File: src/rtl/alu_issue_stage_pkg.sv
// alu_issue_stage_pkg: opcode constants, command entry layout and the
// legal-opcode check shared by the issue stage and its command FIFO.
package alu_issue_stage_pkg;

  localparam logic [3:0] OP_AND       = 4'd0;
  localparam logic [3:0] OP_OR        = 4'd1;
  localparam logic [3:0] OP_XOR       = 4'd2;
  localparam logic [3:0] OP_NOR       = 4'd3;
  localparam logic [3:0] OP_STICKY_CL = 4'd4;
  localparam logic [3:0] OP_ADD       = 4'd5;
  localparam logic [3:0] OP_SUB       = 4'd6;
  localparam logic [3:0] OP_SLT       = 4'd7;
  localparam logic [3:0] OP_SRL       = 4'd8;
  localparam logic [3:0] OP_SLL       = 4'd9;
  localparam logic [3:0] OP_SRA       = 4'd10;

  // One FIFO entry: 4-bit opcode, 32-bit Y, 32-bit X (68 bits total).
  typedef struct packed {
    logic [3:0]  op;
    logic [31:0] y;
    logic [31:0] x;
  } cmd_t;

  localparam int CMD_W = $bits(cmd_t);

  // Opcode 4 is never a computing opcode: it is either illegal or, with the
  // sticky-overflow option, a control command that never reaches the FIFO.
  function automatic logic op_legal(input logic [3:0] op);
    return (op <= OP_SRA) && (op != OP_STICKY_CL);
  endfunction

endpackage

File: src/rtl/alu_issue_stage_cmd_fifo.sv
// alu_cmd_fifo: DEPTH-entry command FIFO with wrap-bit pointers. The head
// entry is presented combinationally and reads as zero while empty.
module alu_cmd_fifo
  import alu_issue_stage_pkg::*;
#(
  parameter int DEPTH = 2
) (
  input  logic clk,
  input  logic rst,
  input  logic i_push,
  input  cmd_t i_wdata,
  input  logic i_pop,
  output logic o_full,
  output logic o_empty,
  output cmd_t o_head
);

  localparam int PW = $clog2(DEPTH);
  localparam logic [PW:0] PTR_INC = (PW+1)'(1);

  logic [PW:0] r_wr_ptr;
  logic [PW:0] r_rd_ptr;
  cmd_t        r_mem [DEPTH];

  logic w_do_push;
  logic w_do_pop;

  assign o_empty   = (r_wr_ptr == r_rd_ptr);
  assign o_full    = (r_wr_ptr[PW] != r_rd_ptr[PW]) &&
                     (r_wr_ptr[PW-1:0] == r_rd_ptr[PW-1:0]);
  assign w_do_push = i_push & ~o_full;
  assign w_do_pop  = i_pop & ~o_empty;
  assign o_head    = o_empty ? '0 : r_mem[r_rd_ptr[PW-1:0]];

  // Pointer update; the extra MSB distinguishes full from empty.
  always_ff @(posedge clk or posedge rst) begin
    if (rst) begin
      r_wr_ptr <= '0;
      r_rd_ptr <= '0;
    end else begin
      if (w_do_push) r_wr_ptr <= r_wr_ptr + PTR_INC;
      if (w_do_pop)  r_rd_ptr <= r_rd_ptr + PTR_INC;
    end
  end

  // Storage needs no reset: stale entries are masked by the empty flag.
  always_ff @(posedge clk) begin
    if (w_do_push) r_mem[r_wr_ptr[PW-1:0]] <= i_wdata;
  end

endmodule

File: src/rtl/alu_issue_stage.sv
// alu_issue_stage: buffers ALU commands, drives the FIFO head into the
// combinational ALU and registers its result behind a valid/ready handshake.
// Optional: define ALU_STICKY_OVF_EN to add out_sticky_ovf; opcode 4 then
// becomes a "clear sticky" command that is consumed without a result.
module alu_issue_stage
  import alu_issue_stage_pkg::*;
#(
  parameter int DEPTH = 2,
  parameter int CNT_W = 16
) (
  input  logic             clk,
  input  logic             rst,
  input  logic             in_valid,
  output logic             in_ready,
  input  logic [31:0]      in_x,
  input  logic [31:0]      in_y,
  input  logic [3:0]       in_op,
  output logic [31:0]      alu_x,
  output logic [31:0]      alu_y,
  output logic [3:0]       alu_op,
  input  logic [31:0]      alu_z,
  input  logic             alu_equal,
  input  logic             alu_overflow,
  input  logic             alu_zero,
  output logic             out_valid,
  input  logic             out_ready,
  output logic [31:0]      out_z,
  output logic             out_equal,
  output logic             out_overflow,
  output logic             out_zero,
  output logic             out_illegal,
  output logic [CNT_W-1:0] out_count
`ifdef ALU_STICKY_OVF_EN
  ,
  output logic             out_sticky_ovf
`endif
);

  localparam logic [CNT_W-1:0] CNT_INC = CNT_W'(1);

  logic             w_full;
  logic             w_empty;
  logic             w_push;
  logic             w_fifo_push;
  logic             w_load;
  logic             w_fire;
  logic             w_legal;
  cmd_t             w_head;
  cmd_t             w_wdata;

  logic             r_valid;
  logic [31:0]      r_z;
  logic             r_equal;
  logic             r_overflow;
  logic             r_zero;
  logic             r_illegal;
  logic [CNT_W-1:0] r_count;

  assign in_ready = ~w_full;
  assign w_push   = in_valid & ~w_full;
  assign w_wdata  = '{op: in_op, y: in_y, x: in_x};
`ifdef ALU_STICKY_OVF_EN
  assign w_fifo_push = w_push & (in_op != OP_STICKY_CL);
`else
  assign w_fifo_push = w_push;
`endif

  assign w_load  = ~w_empty & (~r_valid | out_ready);
  assign w_fire  = r_valid & out_ready;
  assign w_legal = op_legal(w_head.op);

  alu_cmd_fifo #(.DEPTH(DEPTH)) u_fifo (
    .clk     (clk),
    .rst     (rst),
    .i_push  (w_fifo_push),
    .i_wdata (w_wdata),
    .i_pop   (w_load),
    .o_full  (w_full),
    .o_empty (w_empty),
    .o_head  (w_head)
  );

  assign alu_x = w_head.x;
  assign alu_y = w_head.y;
  assign alu_op = w_head.op;

  // Result register: capture on load (zeroed for illegal ops), clear valid on drain.
  always_ff @(posedge clk or posedge rst) begin
    if (rst) begin
      r_valid    <= 1'b0;
      r_z        <= '0;
      r_equal    <= 1'b0;
      r_overflow <= 1'b0;
      r_zero     <= 1'b0;
      r_illegal  <= 1'b0;
    end else if (w_load) begin
      r_valid    <= 1'b1;
      r_z        <= w_legal ? alu_z : '0;
      r_equal    <= w_legal & alu_equal;
      r_overflow <= w_legal & alu_overflow;
      r_zero     <= w_legal & alu_zero;
      r_illegal  <= ~w_legal;
    end else if (w_fire) begin
      r_valid    <= 1'b0;
    end
  end

  // Consumed-result counter, wraps naturally at 2^CNT_W.
  always_ff @(posedge clk or posedge rst) begin
    if (rst)         r_count <= '0;
    else if (w_fire) r_count <= r_count + CNT_INC;
  end

  assign out_valid    = r_valid;
  assign out_z        = r_z;
  assign out_equal    = r_equal;
  assign out_overflow = r_overflow;
  assign out_zero     = r_zero;
  assign out_illegal  = r_illegal;
  assign out_count    = r_count;

`ifdef ALU_STICKY_OVF_EN
  logic r_sticky;

  // Sticky overflow: a clear command in the same cycle as a set wins.
  always_ff @(posedge clk or posedge rst) begin
    if (rst)
      r_sticky <= 1'b0;
    else if (w_push && in_op == OP_STICKY_CL)
      r_sticky <= 1'b0;
    else if (w_load && w_legal && alu_overflow)
      r_sticky <= 1'b1;
  end

  assign out_sticky_ovf = r_sticky;
`endif

endmodule

File: config.mk
export PLATFORM = sky130hd
export DESIGN_NAME = alu_issue_stage
export DESIGN_NICKNAME = d
export VERILOG_FILES = /design/src/rtl/alu_issue_stage_pkg.sv /design/src/rtl/alu_issue_stage_cmd_fifo.sv /design/src/rtl/alu_issue_stage.sv
export SDC_FILE = /design/constraint.sdc
export NUM_CORES = 1
export LEC_CHECK = 0
export ABC_AREA = 1
export CAP_MARGIN = 0
export CORE_ASPECT_RATIO = 1.5
export CORE_MARGIN = 5
export CORE_UTILIZATION = 33
export CTS_BUF_LIST = sky130_fd_sc_hd__clkbuf_8
export CTS_CLUSTER_SIZE = 14
export DETAILED_ROUTE_END_ITERATION = 8
export PLACE_DENSITY = 0.72
export SETUP_SLACK_MARGIN = 0.05
export SLEW_MARGIN = 10
export SYNTH_ARGS = -nofsm -noshare
export SYNTH_HDL_FRONTEND = slang
export SYNTH_SLANG_ARGS = --single-unit
File: constraint.sdc
create_clock -name clk -period 4.2 [get_ports clk]
set_clock_uncertainty 0.2 [all_clocks]
set_input_delay 0.84 -clock clk [delete_from_list [all_inputs] [get_ports clk]]
set_output_delay 0.84 -clock clk [all_outputs]
set_load 0.02 [all_outputs]
==> results.tsv <==
stage	metric	value	unit
status	status	finished, final reports clean	
sta	finalHoldViolations	0	
synthesis	synth.distinct_cells	22	
die	num_rows	68	
power_and_ir_drop	powerDensity	782.5	nW/µm²
routing	drt_first_pass_iters	4	
power_and_ir_drop	p_sw_share	41.95	%
sta	fmax	266.9	MHz
sta	drv_slew	0	
critical_path	critPathCaptureType	primary output	
power_and_ir_drop	combPwrFrac	51.9	%
die	fp.dieArea	26700	µm²
die	initial_core_util	33.60	%
die	core	23060	µm²
critical_path	start_kind	flip-flop	
critical_path	ff2ff_path_depth	7	
min_path	hp-start	out_count[15]	
routing	viasPerCell	4.367	
power_and_ir_drop	p_clk_share	13.9	%
power_and_ir_drop	intPower	4898	µW
global_routing	grt_usage	14.48	%
synthesis	synth_seq_cells	193	
synthesis	ys_warn_count	0	
critical_path	cp_slowest_stage_delay	0.56	ns
synthesis	syn_avg_cell_area	10.78	µm²
critical_path	rrSetupSlack	1.74	ns
job	maxCapViolations	0	
global_routing	grt_pass1_wl	29920	µm
min_path	worstHoldEndpoint	out_count[15]	
critical_path	cp_max_fo	44	
placed_design	gp_congestion	0.7427	
critical_path	cp_num_buf_inv	4	
critical_path	critical-path-slowest-cell	clkdlybuf4s50_1	
final_layout	nFillCells	2136	
synthesis	syn_inst	719	
routing	drc	0	
placed_design	dp_cells	1240	
critical_path	crit_type	flip-flop to primary output	
routing	ant_nets	0	
routing	drt_wl_total	19390	µm
sta	fin_setup_tns	0	ns
cts	cts_sinks	193	
placed_design	hpwlAfterDp	13630	µm
synthesis	synth.area.top_cells	edfxtp_1, dfrtp_1, nand2_1, a21oi_1, nor2_1	
power_and_ir_drop	switchingPower	3539	µW
sta	finalCritPeriodShare	89.21	%
routing	wl_per_cell	15.22	µm
final_layout	fin_cells	1274	
synthesis	seq_area_frac_synth	71.12	%
critical_path	arrival	2.71	ns
sta	rsz0062_at_grt	no	
cts	clk_latency	0.46	ns
final_layout	fin_nets	1052	
synthesis	async_flop_share	29.53	%
cts	cts.clk_slew.worst_paths	0.10	ns
global_routing	grt_start_max_net_pins	69	
routing	drtIter0Drc	293	
critical_path	cp_common_cell	nand2_2	
global_routing	grt_antenna_before_repair	3	
synthesis	synth_top_area_share	52.71	%
die	die_h	197.7	µm
placed_design	portBuffers	228	
cts	cts_setup_buffers	0	
synthesis	dominantRegCellSynth	edfxtp_1	
synthesis	synth_edf_count	136	
sta	setup_violations	0	
power_and_ir_drop	pwr-share-seq	34.2	%
critical_path	path_cells	inv_4 -> nand2_2 -> nand2_2 -> nand2_4 -> inv_2 -> buf_12 -> a21oi_1 -> clkdlybuf4s50_1	
final_layout	areaGrowthSynthToFinish	39.16	%
critical_path	critPathLaunch	u_fifo.r_rd_ptr[0]	
synthesis	synth_common_cells	nand2_1, edfxtp_1, a21oi_1	
cts	cts_tree	yes	
power_and_ir_drop	power.total	8437	µW
die	die_width	135.1	µm
sta	worst_pin_slew	0.8261	ns
power_and_ir_drop	p_leak	0.004396	µW
synthesis	syn-num-nets	827	
die	num_io_pins	229	
synthesis	synth.cell_area	7747	µm²
synthesis	yosysMostFrequentCell	nand2_1	
final_layout	drive_gt1_share	5.852	%
critical_path	worstPathRequired	3.16	ns
cts	holdBufCountCts	0	
routing	num_vias	5563	
cts	cts_buffer_depth	2	
sta	slew_headroom	44.73	%
cts	post_cts_resized	0	
global_routing	first_global_vias	5750	
min_path	min_path_type	flip-flop to flip-flop	
synthesis	synth.largest_area_cell	edfxtp_1	
critical_path	r2r_end	u_fifo.r_mem[1][14]	
cts	root_buffer	clkbuf_8	
power_and_ir_drop	ir_drop	0.4578	mV
sta	period_minus_slack	3.747	ns
min_path	whs_path_depth	1	
cts	cts_buffers	17	
critical_path	timing.rr.start	u_fifo.r_rd_ptr[0]	
critical_path	critPathTopFamily	buffers and inverters	
cts	htree_levels	4	
global_routing	grt-ovfl-total	0	
final_layout	utilization	46.76	%
## flip-flops by register name (all words and copies together), names as in the netlist
name and count:
out_overflow 1, out_zero 1, u_fifo.r_mem 136, out_valid 1
u_fifo.r_rd_ptr 2, out_count 16, out_equal 1, u_fifo.r_wr_ptr 2
out_z 32, out_illegal 1
## how the worst max path moves through the flow
stage / to / slack, ns / depth (start not counted)
floorplan: u_fifo.r_mem[1][0] / 0.76 / 6
global placement: alu_x[11] / 0.94 / 8
detailed placement: alu_x[11] / 0.88 / 8
CTS: alu_x[11] / 0.32 / 8
global route: alu_x[11] / 0.23 / 8
finish: alu_x[11] / 0.45 / 8
## cells by family (layout without fill, tap and decap cells)
family | count (synthesis) | after routing | synth area share (%)
flops | 193 | 193 | 71.12
fa+ha+maj | 1 | 1 | 0.1615
other cells | 0 | 2 | 0
simple gates | 358 | 358 | 18.01
buf+inv | 88 | 326 | 4.926
compound gates | 65 | 65 | 4.199
xor+xnor | 14 | 14 | 1.583
## cell usage in the layout (no fill, tap or decap), types with 3 or more instances in the layout
cell type,count
inv_2,3
nand2_2,5
nand2_1,281
edfxtp_1,136
clkbuf_8,17
inv_1,52
nand3_1,7
buf_4,6
a21oi_1,65
xor2_1,8
clkdlybuf4s50_1,228
clkinvlp_4,3
dfrtp_1,56
inv_6,4
inv_8,4
xnor2_1,6
nor2_1,53
buf_12,4
nor3_1,5
## per-layer routing
layer	GRT usage [%]	wire length (µm)	up-vias
met1	15.48	7266	2584
met4	6.575	572	4
met2	26.00	10240	178
met5	0	34	-
li1	-	-	2763
met3	4.460	1278	34
## area by class of cell
type	instances	area [µm²]	share of cell area, %
inverters	56	212.7	1.973
diodes	2	5.005	0.04642
clock inverters	15	146.4	1.358
clock buffers	17	234.0	2.170
repair buffers	238	2407	22.33
multi-input cells	438	1871	17.35
flip-flops and latches	193	5512	51.12
well taps	315	394.1	3.656
## power groups by stage
stage	sequential (µW)	combinational, µW	clock (µW)
5_1_grt	2950	4750	1290
2_1_floorplan	3140	2250	0
6_report	2890	4380	1170
4_1_cts	2890	4480	1230
3_5_place_dp	2930	4460	0
3_3_place_gp	2910	4420	0
## per-stage QoR
stage	hold slack (ns)	setup WS (ns)	instance area, µm²
floorplan	0.2627	0.7642	7752
global placement	0.2604	0.9364	10400
detailed placement	0.2644	0.8837	10400
CTS	0.2842	0.3228	10780
global route	0.2971	0.2347	10780
finish	0.2776	0.4531	10780
(Power assumes the default switching activity.)
